<file path="src/rtl/vx_csr_bank.sv">
// vx_csr_bank: per-warp CSR bank (fcsr, scratch, cycle/instret) behind a valid/ready request/response port.
// Define CSR_USER_CTR_EN to add NUM_USER_CTRS read-only user event counters at 0xB03+i / 0xB83+i.
module vx_csr_bank #(
    parameter int NUM_WARPS     = 4,
    parameter int XLEN          = 32,
    parameter int NUM_FPU_PORTS = 2,
    parameter int NUM_SCRATCH   = 4,
    parameter int CTR_WIDTH     = 48,
    parameter int COMMIT_WIDTH  = 4,
    parameter int NUM_USER_CTRS = 8,
    localparam int WW = (NUM_WARPS > 1) ? $clog2(NUM_WARPS) : 1,
    localparam int CW = $clog2(COMMIT_WIDTH + 1)
) (
    input  logic                        clk,
    input  logic                        reset,
    input  logic [XLEN-1:0]             startup_arg,
    input  logic                        req_valid,
    output logic                        req_ready,
    input  logic [1:0]                  req_op,
    input  logic [WW-1:0]               req_wid,
    input  logic [11:0]                 req_addr,
    input  logic [XLEN-1:0]             req_data,
    output logic                        rsp_valid,
    input  logic                        rsp_ready,
    output logic [XLEN-1:0]             rsp_data,
    output logic                        rsp_error,
    input  logic [NUM_FPU_PORTS-1:0]    fpu_valid,
    input  logic [NUM_FPU_PORTS*WW-1:0] fpu_wid,
    input  logic [NUM_FPU_PORTS*5-1:0]  fpu_fflags,
    input  logic [WW-1:0]               frm_wid,
    output logic [2:0]                  frm_out,
    input  logic [CW-1:0]               commit_cnt,
    input  logic [NUM_USER_CTRS-1:0]    user_events
);

    localparam logic [1:0] OP_READ = 2'd0;
    localparam logic [1:0] OP_RW   = 2'd1;
    localparam logic [1:0] OP_RS   = 2'd2;
    localparam logic [1:0] OP_RC   = 2'd3;

`ifdef CSR_USER_CTR_EN
    localparam int NUM_CTRS = 2 + NUM_USER_CTRS;
`else
    localparam int NUM_CTRS = 2;
`endif
    localparam int CI   = (NUM_CTRS > 1) ? $clog2(NUM_CTRS) : 1;
    localparam int SI   = (NUM_SCRATCH > 1) ? $clog2(NUM_SCRATCH) : 1;
    localparam int HI_W = CTR_WIDTH - 32;

    // Counter index 0 = mcycle, 1 = minstret, 2+i = user counter i
    function automatic logic [11:0] ctr_addr(input int c);
        if (c == 0)
            return 12'hB00;
        else if (c == 1)
            return 12'hB02;
        else
            return 12'hB01 + 12'(c);
    endfunction

    logic                  rsp_valid_reg;
    logic [XLEN-1:0]       rsp_data_reg;
    logic                  rsp_error_reg;
    logic [XLEN-1:0]       scratch_reg [NUM_WARPS][NUM_SCRATCH];
    logic [HI_W-1:0]       snap_reg [NUM_WARPS][NUM_CTRS];
    logic                  snap_valid_reg [NUM_WARPS][NUM_CTRS];
    logic [CTR_WIDTH-1:0]  mcycle_reg;
    logic [CTR_WIDTH-1:0]  minstret_reg;

    logic [NUM_WARPS-1:0][7:0]          fcsr_all;
    logic [NUM_CTRS-1:0][CTR_WIDTH-1:0] ctr_val;

    logic            addr_legal, read_only;
    logic            sel_fflags, sel_frm, sel_fcsr, sel_scratch;
    logic [SI-1:0]   scratch_idx;
    logic            ctr_lo, ctr_hi;
    logic [CI-1:0]   ctr_idx;
    logic [HI_W-1:0] hi_bits;
    logic [7:0]      fcsr_cur;
    logic [XLEN-1:0] old_val, new_val;
    logic            wr_req, err, accept, do_write;

    assign req_ready = ~rsp_valid_reg | rsp_ready;
    assign accept    = req_valid & req_ready;
    assign rsp_valid = rsp_valid_reg;
    assign rsp_data  = rsp_data_reg;
    assign rsp_error = rsp_error_reg;
    assign frm_out   = fcsr_all[frm_wid][7:5];
    assign fcsr_cur  = fcsr_all[req_wid];

    // Address decode and old-value mux
    always_comb begin
        addr_legal  = 1'b0;
        read_only   = 1'b0;
        sel_fflags  = 1'b0;
        sel_frm     = 1'b0;
        sel_fcsr    = 1'b0;
        sel_scratch = 1'b0;
        scratch_idx = '0;
        ctr_lo      = 1'b0;
        ctr_hi      = 1'b0;
        ctr_idx     = '0;
        hi_bits     = '0;
        old_val     = '0;
        case (req_addr)
            12'h001: begin addr_legal = 1'b1; sel_fflags = 1'b1; old_val = XLEN'(fcsr_cur[4:0]); end
            12'h002: begin addr_legal = 1'b1; sel_frm    = 1'b1; old_val = XLEN'(fcsr_cur[7:5]); end
            12'h003: begin addr_legal = 1'b1; sel_fcsr   = 1'b1; old_val = XLEN'(fcsr_cur); end
            12'hCC0: begin addr_legal = 1'b1; read_only  = 1'b1; old_val = XLEN'(req_wid); end
            default: ;
        endcase
        for (int k = 0; k < NUM_SCRATCH; k++) begin
            if (req_addr == 12'h340 + 12'(k)) begin
                addr_legal  = 1'b1;
                sel_scratch = 1'b1;
                scratch_idx = SI'(k);
                old_val     = scratch_reg[req_wid][k];
            end
        end
        for (int c = 0; c < NUM_CTRS; c++) begin
            if (req_addr == ctr_addr(c)) begin
                addr_legal = 1'b1;
                read_only  = 1'b1;
                ctr_lo     = 1'b1;
                ctr_idx    = CI'(c);
                old_val    = XLEN'(ctr_val[c]);
            end
            if ((XLEN == 32) && (req_addr == ctr_addr(c) + 12'h080)) begin
                addr_legal = 1'b1;
                read_only  = 1'b1;
                ctr_hi     = 1'b1;
                ctr_idx    = CI'(c);
                hi_bits    = snap_valid_reg[req_wid][c] ? snap_reg[req_wid][c]
                                                        : ctr_val[c][CTR_WIDTH-1:32];
                old_val    = XLEN'(hi_bits);
            end
        end
    end

    // RS/RC with a zero mask are pure reads and never count as writes
    assign wr_req   = (req_op == OP_RW) || ((req_op != OP_READ) && (req_data != '0));
    assign err      = ~addr_legal | (wr_req & read_only);
    assign do_write = accept & wr_req & ~err;

    always_comb begin
        case (req_op)
            OP_RW:   new_val = req_data;
            OP_RS:   new_val = old_val | req_data;
            OP_RC:   new_val = old_val & ~req_data;
            default: new_val = old_val;
        endcase
    end

    always_ff @(posedge clk) begin
        if (reset) begin
            rsp_valid_reg <= 1'b0;
            rsp_data_reg  <= '0;
            rsp_error_reg <= 1'b0;
        end else if (accept) begin
            rsp_valid_reg <= 1'b1;
            rsp_data_reg  <= err ? '0 : old_val;
            rsp_error_reg <= err;
        end else if (rsp_ready) begin
            rsp_valid_reg <= 1'b0;
        end
    end

    always_ff @(posedge clk) begin
        if (reset) begin
            for (int w = 0; w < NUM_WARPS; w++)
                for (int k = 0; k < NUM_SCRATCH; k++)
                    scratch_reg[w][k] <= (k == 0) ? startup_arg : '0;
        end else if (do_write && sel_scratch) begin
            scratch_reg[req_wid][scratch_idx] <= new_val;
        end
    end

    // Low-half read captures the upper bits so the following hi read cannot tear
    always_ff @(posedge clk) begin
        if (reset) begin
            for (int w = 0; w < NUM_WARPS; w++)
                for (int c = 0; c < NUM_CTRS; c++) begin
                    snap_reg[w][c]       <= '0;
                    snap_valid_reg[w][c] <= 1'b0;
                end
        end else if (accept && !err && (XLEN == 32)) begin
            if (ctr_lo) begin
                snap_reg[req_wid][ctr_idx]       <= ctr_val[ctr_idx][CTR_WIDTH-1:32];
                snap_valid_reg[req_wid][ctr_idx] <= 1'b1;
            end
            if (ctr_hi)
                snap_valid_reg[req_wid][ctr_idx] <= 1'b0;
        end
    end

    always_ff @(posedge clk) begin
        if (reset) begin
            mcycle_reg   <= '0;
            minstret_reg <= '0;
        end else begin
            mcycle_reg   <= mcycle_reg + CTR_WIDTH'(1);
            minstret_reg <= minstret_reg + CTR_WIDTH'(commit_cnt);
        end
    end

    assign ctr_val[0] = mcycle_reg;
    assign ctr_val[1] = minstret_reg;

`ifdef CSR_USER_CTR_EN
    generate
        for (genvar gi = 0; gi < NUM_USER_CTRS; gi++) begin : g_user_ctr
            logic [CTR_WIDTH-1:0] user_ctr_reg;
            always_ff @(posedge clk) begin
                if (reset)
                    user_ctr_reg <= '0;
                else if (user_events[gi])
                    user_ctr_reg <= user_ctr_reg + CTR_WIDTH'(1);
            end
            assign ctr_val[2+gi] = user_ctr_reg;
        end
    endgenerate
`else
    logic unused_user_events;
    assign unused_user_events = ^user_events;
`endif

    // Per-warp fcsr: CSR write result merged with every FPU flag update in the same cycle
    generate
        for (genvar gi = 0; gi < NUM_WARPS; gi++) begin : g_warp
            logic [4:0] fpu_or;
            logic [7:0] fcsr_reg;
            logic [7:0] fcsr_next;

            always_comb begin
                fpu_or = '0;
                for (int p = 0; p < NUM_FPU_PORTS; p++)
                    if (fpu_valid[p] && (fpu_wid[p*WW +: WW] == WW'(gi)))
                        fpu_or = fpu_or | fpu_fflags[p*5 +: 5];
            end

            always_comb begin
                fcsr_next = fcsr_reg;
                if (do_write && (req_wid == WW'(gi))) begin
                    if (sel_fflags) fcsr_next[4:0] = new_val[4:0];
                    if (sel_frm)    fcsr_next[7:5] = new_val[2:0];
                    if (sel_fcsr)   fcsr_next      = new_val[7:0];
                end
                fcsr_next[4:0] = fcsr_next[4:0] | fpu_or;
            end

            always_ff @(posedge clk) begin
                if (reset)
                    fcsr_reg <= '0;
                else
                    fcsr_reg <= fcsr_next;
            end

            assign fcsr_all[gi] = fcsr_reg;
        end
    endgenerate

endmodule

</file>
<file path="config.mk">
export PLATFORM = sky130hd
export DESIGN_NAME = vx_csr_bank
export DESIGN_NICKNAME = d
export VERILOG_FILES = /design/src/rtl/vx_csr_bank.sv
export SDC_FILE = /design/constraint.sdc
export NUM_CORES = 1
export LEC_CHECK = 0
export BUFFER_PORTS_ARGS = -buffer_cell sky130_fd_sc_hd__clkbuf_2
export CORE_ASPECT_RATIO = 1.5
export CORE_MARGIN = 2
export CORE_UTILIZATION = 30
export DETAILED_ROUTE_END_ITERATION = 7
export GPL_TIMING_DRIVEN = 0
export SLEW_MARGIN = 20
export SYNTH_ARGS = -nofsm -noshare
export SYNTH_HDL_FRONTEND = slang
export SYNTH_SLANG_ARGS = --single-unit
</file>
<file path="constraint.sdc">
create_clock -name clk -period 4.9 [get_ports clk]
set_input_delay 0.98 -clock clk [delete_from_list [all_inputs] [get_ports clk]]
set_output_delay 0.98 -clock clk [all_outputs]
set_load 0.01 [all_outputs]
</file>
Yosys cells after proc, flatten, opt, wreduce, memory -nomap -nowiden. Memory sizes are Yosys's and may differ from the RTL's. Index checks and enable logic that the tools add are counted.

Memories kept: 3. Output and inout port bits: 38. Memory bits (writable): 648. Input port bits: 113. Bits in registers: 162.

Memory list: scratch_reg (words 4, width 128, rd ports 1, clocked after memory_dff 0, wr ports 4, line 63) `logic [XLEN-1:0] scratch_reg [NUM_WARPS][NUM_SCRATCH];`; snap_reg (words 4, width 32, rd ports 1, clocked after memory_dff 0, wr ports 4, line 64) `logic [HI_W-1:0] snap_reg [NUM_WARPS][NUM_CTRS];`; snap_valid_reg (words 4, width 2, rd ports 1, clocked after memory_dff 0, wr ports 4, line 65) `logic snap_valid_reg [NUM_WARPS][NUM_CTRS];`.

Reduce and logical (&&, ||, !) cells: 34. Equal/unequal tests: 24. Bitwise logic cells: 24. Add/sub/neg operators: 2. Magnitude comparators: 7. Mux-type cells: 103.

Operator list (number): two-way mux 32 bit (13); two-way mux 128 bit (3); OR reduction 128 bit (1); two-way mux 48 bit (2); case mux 32 bit (3 select lines) (1); two-way mux 5 bit (16); demux 32 bit (select 2 bit) (1); == test 12 bit (second input constant) (5); adder 48 x 1 -> 48 bit (second input constant) (1); adder 48 x 3 -> 48 bit (1); == test 12 x 10 -> 1 bit (second input constant) (4); two-way mux 16 bit (3); two-way mux 8 bit (6); two-way mux 1 bit (43); OR 5 bit (8); bitwise AND 32 bit (1); binary-select mux 8 bit (select 2 bit) (2); NOT 32 bit (1); OR 32 bit (1); case mux 8 bit (4 select lines) (1); nonzero test 32 bit (1); OR reduction 32 bit (1); == test 12 x 2 -> 1 bit (second input constant) (2); two-way mux 2 bit (9); 25 further kinds (67).

Longest topological paths before layout.
Depth after elaboration: 21. Depth in mapped cells: 12.

Worst setup path after synthesis. OpenSTA, ideal clock, no wires.

Kind: input-to-reg. Start point: in req_addr[7]. End point: mem scratch_reg[0][64] in the netlist's numbering, enable pin. Setup time: 0.389 ns. Path buffers: 4. Data arrival time: 3.522 ns. Path slack: 0.988 ns. Stages: 9. Required time: 4.511 ns. Cells stage by stage: buf_2 -> or4_4 -> nor4_2 -> buf_2 -> buf_4 -> and2_1 -> nand2_1 -> clkbuf_1 -> nand2_1.

RTL lines: start: declaration (line 21) `input logic [11:0] req_addr,`; end: declaration (line 63).

==> metrics <==
fraction of synthesized cell area in xor and xnor cells=2.52%; FF+latch count, synth=810; number of max-cap violations=0; syn avg cell area=12.2 sq um; RD Place Congestion=0.983; Final Skew=26.1 ps; final wirelength=145,000 um; vias=28,200; Max Fclk=0.200 GHz; Worst Reg2Reg Path Length in Cells=9; setup ws final=-100 ps; CTS tree=done; vias in the first global route=28,200; Final Setup Violations=79; antenna violations before repair=19; die span in y=439 um; failing checks=setup timing; Min-Delay Path Depth=2; CTS max path bufs=3; count of buffers from port buffering=136; R2R Path End=scratch_reg[0][75]; 1st-iter DRT viols=3,274; die width=294 um; total power=0.0151 W; status=finished, violations left; transition time of the tightest slew-check pin=1250 ps; largest fanout on the critical path=16; Total Nets Final=3,458; syn nets=3,224; fin. max-slew vios=0; num ports=151; Relative slew margins=16.9%; sequential fraction of the synthesis area=59.9%; adder-cell share of the synthesized area=0.185%; HP Class=reg -> reg; hpwl dp=111,000 um; root buf cell=clkbuf_16; post-DR vias/cell=5.62; Pwr Density=346 nW/um^2; row count=159; area grow syn2layout=15.1%; # DRC=0; post-layout min period=5000 ps; worst path arrival time=5300 ps; largest net degree at the start of global routing=25; post-synthesis compound-gate area fraction=7.58%; TritonRoute pass-1 iters=6; gr usage total=22.2%; Crit Path Class=in -> reg; Synth Instances=3,106; static leakage=15.1 nW; total grt overflow=0; Hold Fails Final Rpt=0; Routed Antenna Nets=0; CP Launch Point=req_data[30]; Async SR Flop Fraction=0%; main flop type after synthesis=edfxtp_1; TritonCTS Sinks=810; worst-skew pair later-pin latency=680 ps; Initial Util=30.2%; Setup TNS Final=-4240 ps; floorplan core area=125,000 sq um; layout cells sized above 1=18.4%; RSZ-0062 raised after global routing=false; Placed Area=41,000 sq um; WL per Instance=28.9 um; Syn. warnings=0; crit share post-route=102%; post-synthesis cell area=37,900 sq um; Synth cell types=91; Final Cell Area=43,600 sq um; CTS HTree Levels=3; Layout fillers=12,400; Final Util=34.8%; mux contribution to synthesized area=11.6%; post-synthesis simple-gate area fraction=15.1%; Startpoint Class=primary input; Critical Path RT=5200 ps; Critical Path Sink=snap_reg[3][6]; nature of the critical path endpoint=flip-flop; die area=129,000 sq um; CTS Buf Count=72; Reg clk slew, reported paths=70 ps; first-pass GRT wire length=203,000 um; EDFF count, synth=648; worst r2r src=snap_valid_reg[3][1]; Worst IR Drop VDD=0.216 mV; main combinational cell family by area after synthesis=simple AND/OR/NAND/NOR gates; Post-Place Setup Slack=-1700 ps; reg2reg setup slack=1170 ps; max reg flops=512
-- cells in the mapped netlist, drive strengths merged (50+ instances only) --
cell type / n / area, sq um
a21oi: 50 / 250
nor2: 636 / 2390
xor2: 54 / 473
clkbuf: 128 / 480
xnor2: 55 / 482
nand3: 87 / 450
edfxtp: 648 / 19500
dfxtp: 162 / 3240
buf: 98 / 588
nand2: 331 / 1240
mux4: 170 / 3830
o21ai: 173 / 866
-- how the worst min path moves through the flow --
stage	start	to
after floorplan	mcycle_reg[0]	mcycle_reg[0]
after CTS	rsp_error	rsp_error
after detailed placement	rsp_error	rsp_error
final	rsp_data[29]	rsp_data[29]
after global routing	rsp_data[23]	rsp_data[23]
after global placement	rsp_data[21]	rsp_data[21]
-- logic make-up after synthesis --
group,count (synthesis)
and+or+nand+nor,1284
DFF,810
AOI/OAI and AO/OA,425
buffers and inverters,248
muxes,225
xor gates and xnor gates,109
adders and majority gates,5
-- cell type report --
class	count	area (sq um)	area share [%]
flip-flops and latches	810	22700	52.0
multi-input cells	2048	14200	32.5
well taps	1610	2010	4.62
clock buffers	92	1960	4.49
plain buffers	225	1080	2.48
repair buffers	161	1080	2.48
clock inverters	38	472	1.08
inverters	22	82.6	0.189
diodes	11	27.5	0.0631
-- layout by cell type (no fill, tap or decap), types with 22 or more instances in the layout --
cell | netlist | routed
a22o_1 | 29 | 29
nor3_1 | 25 | 25
clkbuf_2 | 0 | 144
clkbuf_16 | 0 | 75
a222oi_1 | 29 | 29
buf_4 | 30 | 36
xnor2_1 | 55 | 55
nor2_1 | 634 | 633
buf_2 | 56 | 58
nand3_1 | 84 | 84
a22oi_1 | 22 | 22
nand4_1 | 36 | 36
mux4_2 | 170 | 170
xor2_1 | 54 | 54
and3_1 | 23 | 23
and2_1 | 23 | 23
mux2i_1 | 36 | 36
nand2_1 | 331 | 307
dfxtp_1 | 162 | 162
edfxtp_1 | 648 | 648
clkbuf_1 | 128 | 133
o21ai_0 | 170 | 170
a21oi_1 | 50 | 50
-- power breakdown --
group          total [W]  internal (W)  switching (W)
logic            0.00125      0.000432       0.000813
clock network    0.00610       0.00342        0.00268
registers        0.00776       0.00767      0.0000877
-- through the flow --
stage / hold WS [ps] / cells
2_1_floorplan: 426 / 3106
3_3_place_gp: 443 / 4852
3_5_place_dp: 449 / 4871
4_1_cts: 458 / 5004
5_1_grt: 500 / 5007
6_report: 460 / 5017
-- layer usage --
metal | global-route usage [%] | wire, um | vias to the layer above
li1 | - | - | 12000
met2 | 39.1 | 73000 | 1515
met4 | 16.0 | 11800 | 18
met1 | 23.7 | 47700 | 14200
met3 | 4.14 | 12400 | 438
met5 | 0 | 122 | -
-- timing repair --
action	CTS	global route
endpoints found under the setup margin	474	77
buffers inserted	4	2
hold buffers	0	0
gates resized for setup	18	8
pin swaps	5	1
-- worst max-delay path: stages --
cell	delay, ps
clkbuf_2	140
nor4_2	690
nand4_1	480
o31ai_4	570
a22oi_1	360
nor3_4	310
nand4_1	570
clkbuf_1	530
nand2_2	640
Note: power is estimated with default switching activity, not from simulation.
